[src/rtl/pc_gen.sv]
// pc_gen: program counter generator. Holds the fetch address and presents it
// to instruction fetch over a valid/ready handshake. The next PC is chosen by
// fixed priority: exception, eret, redirect, then sequential advance.
// EPC and the last misaligned redirect target are captured here.
module pc_gen #(
  parameter int          AW         = 32,
  parameter logic [31:0] RESET_VEC  = 32'h0000_3000,
  parameter logic [31:0] EXC_VEC    = 32'h0000_4180,
  parameter int          INC        = 4,
  parameter int          ALIGN_BITS = 2
) (
  input  logic          clk,
  input  logic          rst,
  input  logic          pcwr,
  input  logic          fetch_ready,
  input  logic          redir_vld,
  input  logic [AW-1:0] redir_tgt,
  input  logic          exc_req,
  input  logic [AW-1:0] exc_pc,
  input  logic          eret,
  input  logic          halt_req,
  input  logic          resume,
  output logic [AW-1:0] pc,
  output logic [AW-1:0] pc_plus,
  output logic          fetch_valid,
  output logic [AW-1:0] epc,
  output logic [AW-1:0] badaddr,
  output logic          exc_taken
);

  localparam logic [AW-1:0] RV         = AW'(RESET_VEC);
  localparam logic [AW-1:0] EV         = AW'(EXC_VEC);
  localparam logic [AW-1:0] STEP       = AW'(INC);
  // Low-bit mask for the alignment check; a mask avoids a zero-width
  // part-select when ALIGN_BITS is 0.
  localparam logic [AW-1:0] ALIGN_MASK = AW'((64'd1 << ALIGN_BITS) - 64'd1);

  typedef enum logic [1:0] {
    S_BOOT = 2'd0,
    S_RUN  = 2'd1,
    S_HALT = 2'd2
  } state_t;

  state_t        r_state;
  logic [AW-1:0] r_pc;
  logic [AW-1:0] r_epc;
  logic [AW-1:0] r_badaddr;
  logic          r_exc_taken;
  logic [AW-1:0] w_pc_plus;
  logic          w_misalign;

  assign w_pc_plus  = r_pc + STEP;
  assign w_misalign = |(redir_tgt & ALIGN_MASK);

  assign pc          = r_pc;
  assign pc_plus     = w_pc_plus;
  assign fetch_valid = (r_state == S_RUN);
  assign epc         = r_epc;
  assign badaddr     = r_badaddr;
  assign exc_taken   = r_exc_taken;

  // Next-PC select and control state; exc_req bypasses the pcwr stall.
  always_ff @(posedge clk or negedge rst) begin
    if (!rst) begin
      r_state     <= S_BOOT;
      r_pc        <= RV;
      r_epc       <= '0;
      r_badaddr   <= '0;
      r_exc_taken <= 1'b0;
    end else begin
      r_exc_taken <= 1'b0;
      if (exc_req) begin
        // Exception beats any same-cycle eret/redirect and wakes from HALT.
        r_pc        <= EV;
        r_epc       <= exc_pc;
        r_exc_taken <= 1'b1;
        r_state     <= S_RUN;
      end else if (!pcwr) begin
        // Stall: PC and state hold, but BOOT is never held past one edge.
        if (r_state == S_BOOT) r_state <= S_RUN;
      end else if (eret) begin
        r_pc    <= r_epc;
        r_state <= S_RUN;
      end else if (redir_vld) begin
        // Redirect drops any pending fetch; a misaligned target traps.
        if (w_misalign) begin
          r_pc        <= EV;
          r_epc       <= r_pc;
          r_badaddr   <= redir_tgt;
          r_exc_taken <= 1'b1;
        end else begin
          r_pc <= redir_tgt;
        end
        if (r_state == S_BOOT) r_state <= S_RUN;
      end else begin
        case (r_state)
          S_BOOT: r_state <= S_RUN;
          S_RUN: begin
            // An accepted fetch always advances, even on the halting edge,
            // so the same address is not fetched twice.
            if (fetch_ready) r_pc <= w_pc_plus;
            if (halt_req) r_state <= S_HALT;
          end
          S_HALT: if (resume) r_state <= S_RUN;
          default: r_state <= S_BOOT;
        endcase
      end
    end
  end

endmodule
[config.mk]
export PLATFORM = sky130hd
export DESIGN_NAME = pc_gen
export DESIGN_NICKNAME = d
export VERILOG_FILES = /design/src/rtl/pc_gen.sv
export SDC_FILE = /design/constraint.sdc
export NUM_CORES = 1
export LEC_CHECK = 0
export CORE_MARGIN = 1.5
export CORE_UTILIZATION = 35
export CTS_CLUSTER_DIAMETER = 100
export DETAILED_ROUTE_END_ITERATION = 8
export GPL_TIMING_DRIVEN = 0
export PLACE_DENSITY = 0.65
export SLEW_MARGIN = 15
export SYNTH_ARGS = -nofsm -noshare
export SYNTH_HDL_FRONTEND = slang
export SYNTH_SLANG_ARGS = --single-unit
[constraint.sdc]
create_clock -name clk -period 2.25 [get_ports clk]
set_input_delay 0.45 -clock clk [delete_from_list [all_inputs] [get_ports clk]]
set_output_delay 0.45 -clock clk [all_outputs]
set_load 0.1 [all_outputs]
==> metrics, run 1 <==
compound-gate portion of the synthesized area 0.170; max incr delay on CP 0.64 ns; cell at the slowest stage of the critical path dfstp_4; Multi-input gate area 3710 sq um; Reg area 2570 sq um; Final Max Tran Viols 0; layout cells sized above 1 0.303; Finish-stage setup viols 24; worst slack at placement -1.36 ns; Final nets 939; Antenna Nets Post-Route 0; critical path fanouts, max 5; EDFF count, synth 0; clock buffer depth 2; grt ovf 0; Hold Path Stages 1; synthesized net count 666; H-tree level count 3; initial antenna violation count 0; drt pass-1 iters 6; CP Cell Sequence and4_4 > and4_4 > buf_12 > nand4_4 > xnor2_4 > buf_12; Avg Cell Area, Syn 9.82 sq um; clock root cell clkbuf_16; clock skew 0.00744 ns; synthesized cell area 5810 sq um; Worst R2R Start pc[13]; largest family of logic cells by synthesized area simple AND/OR/NAND/NOR gates; CTS tree built; Clock Sinks 99; 1st-iter DRT viols 600; Post-Synth XOR/XNOR Area 0.0420; CP required 1.80 ns; crit path capture pc_plus[31]; Die W 132 um; Total GRT Usage 0.275; critical path type reg -> out; cells after synthesis 592; status finished, violations left; TritonCTS Buffers 9; Crit. End Element output pin; Cell Rows 46; post-synthesis sequential area ratio 0.427; vias per inst 5.69; Die H 132 um; Clock transition at path regs 0.07 ns; Fill cells 1344; Power Dens Cells 757 nW/um^2; leakage power 4.42 nW; fmax 372 MHz; Max IR drop VDD 0.560 mV; I/O pins 203; violations in the final reports setup timing; simple-gate area share of the yosys netlist 0.179; Worst Hold Slack 0.482 ns; Most used DFF post-synth dfrtp_1; min-delay worst type reg -> reg; Ys Warns 0; Max-Cap Viols 0; final WL 24.3 mm; DR vias 6183; die area 17400 sq um; final worst slack -0.437 ns; Area Overhead vs Synth 72.4%; Final min period 2.69 ns; flop-to-flop setup slack 0.14 ns; first-pass GRT wire length 36.5 mm; critical path launch point type flop; Reg2Reg Capture Point pc[30]; multiplexer share of the synthesized area 0.115; Starting Density 0.362; largest net degree at the start of global routing 68; adder-cell share of the synthesized area 0.00215; drt wl/cell 22.4 um; RSZ-0062 raised after global routing yes; Synth Register Bits 99; number of global-route vias before repair 6175; most frequent cells in the layout dlygate4sd2_1, dfrtp_1, clkdlybuf4s50_1; final hold vios 0; Core Region 16100 sq um; final RePlAce weighted congestion 0.898; Slew HR 0.297; hpwl dp 17.1 mm; Post-synth ARST share 1.00; Tcrit/Tclk final 1.19; ant diodes 0; Slew @ Worst Pin 1.06 ns; Skew-Pair Late Insertion Delay 0.36 ns; r2r worst-path depth 10; Worst Path Arrival 2.24 ns; synth unique cells 76; # DRC 0; commonest non-fill, non-tap cell in the layout dlygate4sd2_1; CP startpoint pc[12]; IO Port Bufs 201; Fin Setup TNS -7.09 ns
[synthesized netlist by cell type, drive strengths merged, types with 4 or more instances]
| master | count | area share |
|---|---|---|
| a31oi | 7 | 0.0075 |
| nand2b | 10 | 0.011 |
| xnor2 | 20 | 0.031 |
| dfrtp | 97 | 0.42 |
| clkbuf | 22 | 0.014 |
| nand2 | 55 | 0.036 |
| a211oi | 5 | 0.0073 |
| nand4 | 11 | 0.017 |
| buf | 35 | 0.043 |
| inv | 12 | 0.0078 |
| or3 | 4 | 0.0052 |
| and4 | 7 | 0.012 |
| o21ai | 48 | 0.042 |
| and2 | 4 | 0.0043 |
| a32o | 7 | 0.012 |
| a221o | 8 | 0.014 |
| mux2 | 32 | 0.062 |
| nor3b | 5 | 0.0082 |
| nor4 | 6 | 0.010 |
| mux2i | 31 | 0.053 |
| a221oi | 10 | 0.015 |
| nand3 | 24 | 0.024 |
| xor2 | 7 | 0.011 |
| nor2 | 39 | 0.026 |
| nor3 | 12 | 0.013 |
| a21oi | 30 | 0.026 |
[layout make-up]
| type | count | share of cell area |
|---|---|---|
| plain buffers | 51 | 0.0359 |
| clock buffers | 12 | 0.0246 |
| clock inverters | 4 | 0.00487 |
| inverters | 12 | 0.00450 |
| multi-input cells | 424 | 0.370 |
| flip-flops and latches | 99 | 0.257 |
| well taps | 216 | 0.0270 |
| repair buffers | 268 | 0.276 |
[logic make-up (layout without fill, tap and decap cells)]
family / after synthesis / count (layout)
xor+xnor: 27 / 27
compound gates: 146 / 146
buf+inv: 69 / 347
mux: 63 / 63
fa+ha+maj: 1 / 1
simple gates: 187 / 187
flops: 99 / 99
[sequential cells by signal, summed over array words and instances, names as in the netlist]
| register | cells |
|---|---|
| badaddr | 32 |
| epc | 32 |
| pc | 32 |
| r_state | 2 |
| exc_taken | 1 |
[power breakdown]
part	leakage (nW)	switching, W	internal [W]
Clock	0.147	0.000739	0.000896
Sequential	1.19	0.000195	0.00204
Combinational	3.08	0.00282	0.000895
[through the flow]
step	utilization	area [sq um]	instances	total power, W
2_1_floorplan	-	6540	592	0.00496
3_3_place_gp	0.549	8820	1009	0.00594
3_5_place_dp	0.551	8850	1010	0.00597
4_1_cts	0.603	9680	1057	0.00756
5_1_grt	0.624	10000	1086	0.00780
6_report	0.624	10000	1086	0.00759
[layer usage]
metal	vias up	track usage	wire length, um
met5	-	0	0
met4	0	0.132	1070
met3	79	0.0542	2160
met2	356	0.437	11200
met1	3028	0.360	9940
li1	2720	-	-
[timing repair]
item,in CTS,in global routing
hold buffers,1,0
endpoints found under the hold margin,30,0
resized for setup,389,39
buffers inserted,29,35
cloned,1,0
endpoints found under the setup margin,179,77
pin swaps,27,33
[critical path: cells and delay by family, from the launching register on]
kind | cells | cell delay [ns]
xor+xnor | 1 | 0.22
flops | 1 | 0.64
simple gates | 3 | 0.67
buf+inv | 2 | 0.34
[worst min-delay path by stage]
stage          slack, ns     endpoint         from
6_report            0.48  badaddr[19]  badaddr[19]
5_1_grt             0.49  badaddr[21]  badaddr[21]
4_1_cts             0.49  badaddr[19]  badaddr[19]
3_5_place_dp        0.37   badaddr[5]          rst
3_3_place_gp        0.47  badaddr[17]  badaddr[17]
2_1_floorplan       0.15   badaddr[0]          rst
Power figures use the tool's default switching activity.
==> run 2: changes to the inputs <==
--- a/config.mk
+++ b/config.mk
@@ -6,11 +6,11 @@
 export NUM_CORES = 1
 export LEC_CHECK = 0
 export CORE_MARGIN = 1.5
-export CORE_UTILIZATION = 35
+export CORE_UTILIZATION = 43
 export CTS_CLUSTER_DIAMETER = 100
 export DETAILED_ROUTE_END_ITERATION = 8
 export GPL_TIMING_DRIVEN = 0
-export PLACE_DENSITY = 0.65
+export PLACE_DENSITY = 0.77
 export SLEW_MARGIN = 15
 export SYNTH_ARGS = -nofsm -noshare
 export SYNTH_HDL_FRONTEND = slang
==> run 2 against run 1 <==
  * Sequential share of layout area down 0.061 points
  * Critical path depth did not move
  * The flow still finishes with violations (setup timing)
  * First-iteration DRC count is 44% higher
  * Combinational power about the same
  * Global-route usage is 6.4 points higher
  * Via count is 6.8% higher
  * Count of clock-buffer cells in the layout grew 1
  * Largest cell class unchanged
  * Worst hold slack worse by 0.47 ns
  * Clock power fell by 3%
  * Cell count down 2.6%
==> metrics, run 2 (same netlist as run 1, synthesis figures left out) <==
vias per inst 6.24 (was 5.69); RSZ-0062 raised after global routing yes (unchanged); leakage power 4.43 nW (was 4.42 nW); final WL 25.5 mm (was 24.3 mm); Antenna Nets Post-Route 0 (unchanged); Worst R2R Start pc[13] (unchanged); I/O pins 203 (unchanged); CP startpoint pc[13] (was pc[12]); CP required 1.80 ns (about the same); Max-Cap Viols 0 (unchanged); initial antenna violation count 0 (unchanged); final worst slack -0.486 ns (was -0.437 ns); number of global-route vias before repair 6507 (was 6175); r2r worst-path depth 10 (unchanged); Clock transition at path regs 0.07 ns (about the same); Core Region 13200 sq um (was 16100 sq um); flop-to-flop setup slack 0.09 ns (was 0.14 ns); drt wl/cell 24.1 um (was 22.4 um); grt ovf 0 (unchanged); Crit. End Element output pin (unchanged); hpwl dp 16.5 mm (was 17.1 mm); clock buffer depth 2 (unchanged); Area Overhead vs Synth 72.8% (was 72.4%); Finish-stage setup viols 25 (was 24); TritonCTS Buffers 9 (unchanged); min-delay worst type in -> async (was reg -> reg); clock root cell clkbuf_16 (unchanged); drt pass-1 iters 8 (was 6); layout cells sized above 1 0.319 (was 0.303); most frequent cells in the layout dlygate4sd2_1, buf_4, dfrtp_1 (was dlygate4sd2_1, dfrtp_1, clkdlybuf4s50_1); Fill cells 870 (was 1344); commonest non-fill, non-tap cell in the layout dlygate4sd2_1 (unchanged); Cell Rows 42 (was 46); clock skew 0.00681 ns (was 0.00744 ns); final hold vios 0 (unchanged); cell at the slowest stage of the critical path dfstp_4 (unchanged); Worst Hold Slack 0.0141 ns (was 0.482 ns); H-tree level count 3 (unchanged); Total GRT Usage 0.339 (was 0.275); Final nets 951 (was 939); Cell Int Power 0.00378 W (was 0.00383 W); Tcrit/Tclk final 1.22 (was 1.19); largest net degree at the start of global routing 56 (was 68); 1st-iter DRT viols 863 (was 600); Final Max Tran Viols 0 (unchanged); Fin Setup TNS -7.48 ns (was -7.09 ns); critical path type reg -> out (unchanged); Slew @ Worst Pin 1.03 ns (was 1.06 ns); clock share of power 0.208 (was 0.216); violations in the final reports setup timing (unchanged); logic gate share of total power 0.494 (was 0.490); Clock Sinks 99 (unchanged); switching share of power 0.501 (was 0.495); die area 14200 sq um (was 17400 sq um); final RePlAce weighted congestion 0.943 (was 0.898); worst slack at placement -1.34 ns (was -1.36 ns); Switching Power 0.00379 W (was 0.00375 W); max incr delay on CP 0.66 ns (was 0.64 ns); Worst Path Arrival 2.29 ns (was 2.24 ns); critical path fanouts, max 5 (unchanged); Seq pwr share 0.297 (was 0.295); Die W 119 um (was 132 um); fmax 366 MHz (was 372 MHz); DR vias 6602 (was 6183); CTS tree built (unchanged); # DRC 0 (unchanged); ant diodes 0 (unchanged); IO Port Bufs 201 (unchanged); Power Dens Cells 754 nW/um^2 (was 757 nW/um^2); Skew-Pair Late Insertion Delay 0.37 ns (was 0.36 ns); first-pass GRT wire length 36.8 mm (was 36.5 mm); status finished, violations left (unchanged); Slew HR 0.314 (was 0.297); CP Cell Sequence and4_4 > and4_4 > buf_12 > nand4_4 > xnor2_4 > buf_12 (unchanged); Final min period 2.74 ns (was 2.69 ns); Die H 119 um (was 132 um); Max IR drop VDD 0.491 mV (was 0.560 mV); critical path launch point type flop (unchanged); Starting Density 0.441 (was 0.362)
[run 2: worst paths after layout]
check / endpoint
setup reg to reg: pc[28]
min in group clk: badaddr[25]
hold / removal: epc[5]
max in group asynchronous: pc[12]
hold reg to reg: badaddr[25]
setup / recovery: pc_plus[31]
[run 2: metrics by stage]
| stage | utilization | std cells | total power [W] | instance area, sq um |
|---|---|---|---|---|
| floorplan | - | 592 | 0.00496 | 6540 |
| global placement | 0.665 | 969 | 0.00591 | 8770 |
| detailed placement | 0.667 | 970 | 0.00596 | 8800 |
| CTS | 0.732 | 1023 | 0.00745 | 9660 |
| global route | 0.761 | 1058 | 0.00775 | 10000 |
| finish | 0.761 | 1058 | 0.00757 | 10000 |
[run 2: power groups by stage]
stage	combinational, W	clock [W]	sequential (W)
after floorplan	0.000968	0	0.00399
after CTS	0.00366	0.00156	0.00224
after global placement	0.00365	0	0.00226
final	0.00374	0.00158	0.00225
after detailed placement	0.00369	0	0.00227
after global routing	0.00383	0.00164	0.00228
[run 2: final cells by class]
cell class                 instances  area (sq um)  share of cell area
buffer                            50           343              0.0342
clock buffer                      13           270              0.0269
sequential                        99          2570               0.256
timing repair buffer             281          2830               0.282
tap                              176           220              0.0219
clock inverter                     3          21.3             0.00212
inverter                          12          45.0             0.00449
multi-input combinational        424          3740               0.372
[run 2: timing repair]
action                                  4_1_cts  5_1_grt
setup buffers                                36       42
gates resized for setup                     386       50
cloned                                        1        0
endpoints found under the setup margin      177       86
pin swaps                                    29       31
hold buffers                                  0        0
[run 2: routing by layer]
layer	GRT usage	up-vias	share of wire
met5	0	-	0
met3	0.0680	144	0.11
met4	0.188	0	0.063
li1	-	2727	-
met1	0.428	3191	0.37
met2	0.544	540	0.46
[run 2: worst max-delay path: cells and delay by family, from the launching register on]
family | cells | cell delay (ns)
xor gates and xnor gates | 1 | 0.23
buffers and inverters | 2 | 0.35
DFF | 1 | 0.66
and+or+nand+nor | 3 | 0.67
